### src/rtl/mem_write_ctrl.sv
// Turns a level-held write request into one acknowledged memory write per press,
// buffered through a small FIFO. Define MEM_WR_VERIFY_EN to add a readback check.
module mem_write_ctrl #(
    parameter int unsigned ADDR_W = 32,
    parameter int unsigned DATA_W = 32,
    parameter int unsigned DEPTH  = 4
) (
    input  logic              clk,
    input  logic              rst_n,
    input  logic              enable,
    input  logic [ADDR_W-1:0] addr,
    input  logic [DATA_W-1:0] data,
    output logic              mem_we,
    output logic              mem_re,
    output logic [ADDR_W-1:0] mem_addr,
    output logic [DATA_W-1:0] mem_wdata,
    input  logic              mem_ack,
    input  logic [DATA_W-1:0] mem_rdata,
    output logic              busy,
    output logic              overflow,
    output logic              err,
    output logic [7:0]        wr_count
);

    localparam int unsigned PTR_W = $clog2(DEPTH);

    localparam logic [1:0] IDLE  = 2'd0;
    localparam logic [1:0] WRITE = 2'd1;
    localparam logic [1:0] READ  = 2'd2;

    logic [1:0]        state_q;
    logic [1:0]        state_d;
    logic              en_q;
    logic [PTR_W:0]    wptr_q;
    logic [PTR_W:0]    rptr_q;
    logic [ADDR_W-1:0] fifo_addr [DEPTH];
    logic [DATA_W-1:0] fifo_data [DEPTH];

    logic push_c;
    logic push_ok_c;
    logic pop_c;
    logic load_c;
    logic empty_c;
    logic full_c;
`ifdef MEM_WR_VERIFY_EN
    logic rd_done_c;
`endif

    // Pointers carry a wrap bit so full and empty are distinguishable.
    assign empty_c   = (wptr_q == rptr_q);
    assign full_c    = (wptr_q[PTR_W] != rptr_q[PTR_W]) &&
                       (wptr_q[PTR_W-1:0] == rptr_q[PTR_W-1:0]);
    assign push_c    = enable && !en_q;
    assign push_ok_c = push_c && (!full_c || pop_c);

    // Next-state and transaction strobes
    always_comb begin
        state_d = state_q;
        load_c  = 1'b0;
        pop_c   = 1'b0;
`ifdef MEM_WR_VERIFY_EN
        rd_done_c = 1'b0;
`endif
        case (state_q)
            IDLE: begin
                if (!empty_c) begin
                    load_c  = 1'b1;
                    state_d = WRITE;
                end
            end
            WRITE: begin
                if (mem_ack) begin
                    pop_c = 1'b1;
`ifdef MEM_WR_VERIFY_EN
                    state_d = READ;
`else
                    state_d = IDLE;
`endif
                end
            end
`ifdef MEM_WR_VERIFY_EN
            READ: begin
                if (mem_ack) begin
                    rd_done_c = 1'b1;
                    state_d   = IDLE;
                end
            end
`endif
            default: state_d = IDLE;
        endcase
    end

    // en_q resets high so a level already asserted at reset release is not a press.
    always_ff @(posedge clk or negedge rst_n) begin
        if (!rst_n) begin
            state_q   <= IDLE;
            en_q      <= 1'b1;
            wptr_q    <= '0;
            rptr_q    <= '0;
            mem_we    <= 1'b0;
            mem_addr  <= '0;
            mem_wdata <= '0;
            busy      <= 1'b0;
            overflow  <= 1'b0;
            wr_count  <= 8'd0;
        end else begin
            state_q <= state_d;
            en_q    <= enable;
            busy    <= (state_q != IDLE) || !empty_c;
            if (push_ok_c) begin
                wptr_q <= wptr_q + (PTR_W+1)'(1);
            end
            if (push_c && !push_ok_c) begin
                overflow <= 1'b1;
            end
            if (pop_c) begin
                rptr_q   <= rptr_q + (PTR_W+1)'(1);
                wr_count <= wr_count + 8'd1;
            end
            if (load_c) begin
                mem_we    <= 1'b1;
                mem_addr  <= fifo_addr[rptr_q[PTR_W-1:0]];
                mem_wdata <= fifo_data[rptr_q[PTR_W-1:0]];
            end else if (pop_c) begin
                mem_we <= 1'b0;
            end
        end
    end

    // FIFO storage needs no reset; pointers define validity.
    always_ff @(posedge clk) begin
        if (push_ok_c) begin
            fifo_addr[wptr_q[PTR_W-1:0]] <= addr;
            fifo_data[wptr_q[PTR_W-1:0]] <= data;
        end
    end

`ifdef MEM_WR_VERIFY_EN
    // Readback strobe and sticky mismatch flag
    always_ff @(posedge clk or negedge rst_n) begin
        if (!rst_n) begin
            mem_re <= 1'b0;
            err    <= 1'b0;
        end else begin
            if (pop_c) begin
                mem_re <= 1'b1;
            end else if (rd_done_c) begin
                mem_re <= 1'b0;
            end
            if (rd_done_c && (mem_rdata != mem_wdata)) begin
                err <= 1'b1;
            end
        end
    end
`else
    logic unused_rdata;
    assign unused_rdata = ^mem_rdata;
    assign mem_re       = 1'b0;
    assign err          = 1'b0;
`endif

endmodule
### config.mk
export PLATFORM = sky130hd
export DESIGN_NAME = mem_write_ctrl
export DESIGN_NICKNAME = d
export VERILOG_FILES = /design/src/rtl/mem_write_ctrl.sv
export SDC_FILE = /design/constraint.sdc
export NUM_CORES = 1
export LEC_CHECK = 0
export BUFFER_PORTS_ARGS = -buffer_cell sky130_fd_sc_hd__buf_2
export CAP_MARGIN = 20
export CORE_AREA = 3 3 157 144
export CTS_CLUSTER_DIAMETER = 100
export DETAILED_ROUTE_END_ITERATION = 12
export DIE_AREA = 0 0 160 147
export HOLD_SLACK_MARGIN = 0.05
export PLACE_DENSITY = 0.83
export SETUP_SLACK_MARGIN = 0.2
export SYNTH_ARGS = -nofsm -noshare
export SYNTH_HDL_FRONTEND = slang
export SYNTH_SLANG_ARGS = --single-unit
### constraint.sdc
create_clock -name clk -period 9.6 [get_ports clk]
set_input_delay 0.48 -clock clk [delete_from_list [all_inputs] [get_ports clk]]
set_output_delay 0.48 -clock clk [all_outputs]
set_load 0.005 [all_outputs]
==> flow_summary.ini <==
[timing]
max_freq_mhz = 293
finalHoldViolCount = 0
rsz0062_at_grt = no
clock_skew_ns = 0.0154
hold_slack_ns = 0.119
timing.final.ws_setup_ns = 6.19
setup_violations = 0
slew_headroom_pct = 31.2
finalCritPeriodShare_pct = 35.5
drv_slew = 0
fin_tns_setup_ns = 0
worst_pin_slew_ns = 1.03
min_period_ns = 3.41

[hold_path]
hold_start = enable
hold_depth = 1
hold_path.class = input pin to register
min_to = en_q$_DFF_PN1_

[clock_network]
cts.hold.buffers_added = 1
h-tree-depth = 2
clock_latency_ns = 0.50
cts_resized = 0
postCtsSetupBuffers = 0
clkTransAtPathRegs_ns = 0.06
cts-buffers-inserted = 34
tritoncts = built
clockBufferDepth = 3
cts_root_buffer = clkbuf_16
clock-sinks = 339

[worst_setup_path]
path_max_fanout = 67
critPathSlowestCell = dfrtp_4
cp.required_ns = 9.71
cp_cell_sequence = xnor2_1 > a41oi_1 > and2_4
cp-start-kind = register
worst_path_largest_cell_delay_ns = 1.10
r2r_cells = 3
r2r-end = fifo_addr[2][26]$_DFFE_PP_
worstPathArrival_ns = 3.52
end_kind = register
path_class = register to register
reg2reg_from = rptr_q[1]$_DFFE_PN0P_
rrSetupSlack_ns = 6.19

[floorplanning]
num_rows = 50
die_height_um = 147
fp.dieW_um = 160
core_mm2 = 0.0209
die_area_mm2 = 0.0235
initial_core_util_pct = 61.0
num_io_pins = 177

[cells_and_area]
drive_gt1_share_pct = 46.7
stdcell_area_mm2 = 0.0150
num-fill-cells = 1255
final_cell_mix = edfxtp_1, buf_2, dfrtp_1
areaGrowthSynthToFinish_pct = 17.5
fin_nets = 815
layout.area.seq_mm2 = 0.00977
instances_no_fill = 1022
multiInputGateArea_mm2 = 0.00285
mostFrequentLayoutCell = edfxtp_1

[synth]
synth.distinct_cells = 30
synth_seq_cells = 339
synthArstFlopShare_pct = 24.5
synth_top_area_share_pct = 60.3
syn_inst = 546
synth_edf_count = 256
synth_area_mm2 = 0.0127
ys.flop_type = edfxtp_1
yosysWarnings = 0
synthTopCellsByArea = edfxtp_1, dfrtp_1, mux4_2, mux2_4, xnor2_1
synth_top_cell_by_area = edfxtp_1
yosysSeqAreaShare_pct = 76.6
avgSynthCellArea_um2 = 23.3

[flow_run]
max_cap_violations = 0

[power]
p_clk_share_pct = 28.4
p_leak_nw = 5.56
powerDensity_mw_per_mm2 = 327
pwr-share-seq_pct = 44.1
internal_power_mw = 3.58
netSwitchingFraction_pct = 26.9
comb_power_share_pct = 27.5
ir_drop_uv = 230
switching_power_mw = 1.32

[route]
vias = 5911
drcViolationCount = 0
drtAntennaViolNets = 0
detail_route.wl_per_cell_um = 22.5
dr.pass1.iters = 4
drt-initial-drc-count = 409
routed_via_density = 5.78
drt-total-wl_mm = 23.0

[global_route]
antenna_found_initial = 3
grtUsageTotal_pct = 20.0
grt_overflow = 0
grt_max_degree = 68
grt_pass1_vias = 6545
grt_pass1_wl_mm = 36.5

[placed_design]
gp_congestion = 0.750
pre_cts_ws_ns = 6.14
dp_hpwl_mm = 12.7
placed_area_mm2 = 0.0137
placedCellCount = 958
port_buffers = 142

[status]
status = finished, final reports clean
[critical path: cells and delay by family, from the launching register on]
| family | cells | cell delay, ns |
|---|---|---|
| AOI/OAI and AO/OA | 1 | 0.53 |
| DFF | 1 | 1.10 |
| xor gates and xnor gates | 1 | 0.41 |
| and+or+nand+nor | 1 | 0.85 |
[power groups by stage]
stage          Combinational (mW)  Clock (mW)  Sequential, mW
6_report                     1.35        1.39            2.16
3_5_place_dp                 1.36           0            2.18
4_1_cts                      1.37        1.41            2.17
2_1_floorplan                1.07           0            2.07
3_3_place_gp                 1.32           0            2.16
5_1_grt                      1.45        1.48            2.20
[synthesized netlist by cell type, drive strengths merged, types with 2 or more instances]
library cell	number
clkbuf	7
xnor2	10
and2	4
nand2b	2
ha	6
xor2	5
buf	16
mux4	64
a41oi	2
dfrtp	82
edfxtp	256
nor3	2
nand2	5
inv	2
mux2	67
nand4	4
nand3	2
[cells by family (layout without fill, tap and decap cells)]
| logic type | Yosys count | count (layout) | synth area share (%) |
|---|---|---|---|
| adders and majority gates | 6 | 6 | 0.589 |
| muxes | 131 | 131 | 19.0 |
| other | 1 | 3 | 0.0294 |
| xor gates and xnor gates | 15 | 15 | 1.03 |
| buffers and inverters | 25 | 213 | 1.23 |
| and+or+nand+nor | 23 | 23 | 0.982 |
| AOI/OAI and AO/OA | 6 | 6 | 0.491 |
| DFF | 339 | 339 | 76.6 |
[flip-flops by register name, indices dropped and copies added, names as in the netlist]
name       count
fifo_addr    128
fifo_data    128
mem_addr      32
mem_wdata     32
wr_count       8
rptr_q         3
wptr_q         3
busy           1
en_q           1
mem_we         1
overflow       1
state_q        1
[metal layers]
| layer | vias up | wire length (um) | track usage [%] |
|---|---|---|---|
| li1 | 2532 | - | - |
| met1 | 3119 | 9410 | 26.2 |
| met2 | 193 | 11800 | 33.6 |
| met3 | 63 | 1200 | 4.45 |
| met4 | 4 | 635 | 7.20 |
| met5 | - | 14 | 0 |
[stage by stage]
step	total power [mW]	utilization, %
finish	4.90	71.7
global route	5.13	71.7
CTS	4.95	71.7
detailed placement	3.54	65.8
global placement	3.48	65.8
floorplan	3.14	-
[worst max path at each step]
stage,startpoint,end,cells after the start
final,rptr_q[1]$_DFFE_PN0P_,fifo_addr[2][26]$_DFFE_PP_,3
after global routing,rptr_q[1]$_DFFE_PN0P_,fifo_addr[2][26]$_DFFE_PP_,3
after CTS,rptr_q[1]$_DFFE_PN0P_,fifo_addr[1][27]$_DFFE_PP_,3
after detailed placement,rptr_q[1]$_DFFE_PN0P_,fifo_addr[1][0]$_DFFE_PP_,3
after global placement,rptr_q[1]$_DFFE_PN0P_,fifo_addr[0][10]$_DFFE_PP_,3
after floorplan,state_q[0]$_DFFE_PN0P_,fifo_addr[3][0]$_DFFE_PP_,2
[area by class of cell]
type | instances | area share [%]
diodes | 1 | 0.0167
flip-flops and latches | 339 | 65.3
clock buffers | 51 | 7.21
multi-input cells | 183 | 19.0
repair buffers | 149 | 5.13
inverters | 2 | 0.0501
clock inverters | 11 | 0.919
well taps | 286 | 2.39
(Power assumes the default switching activity.)
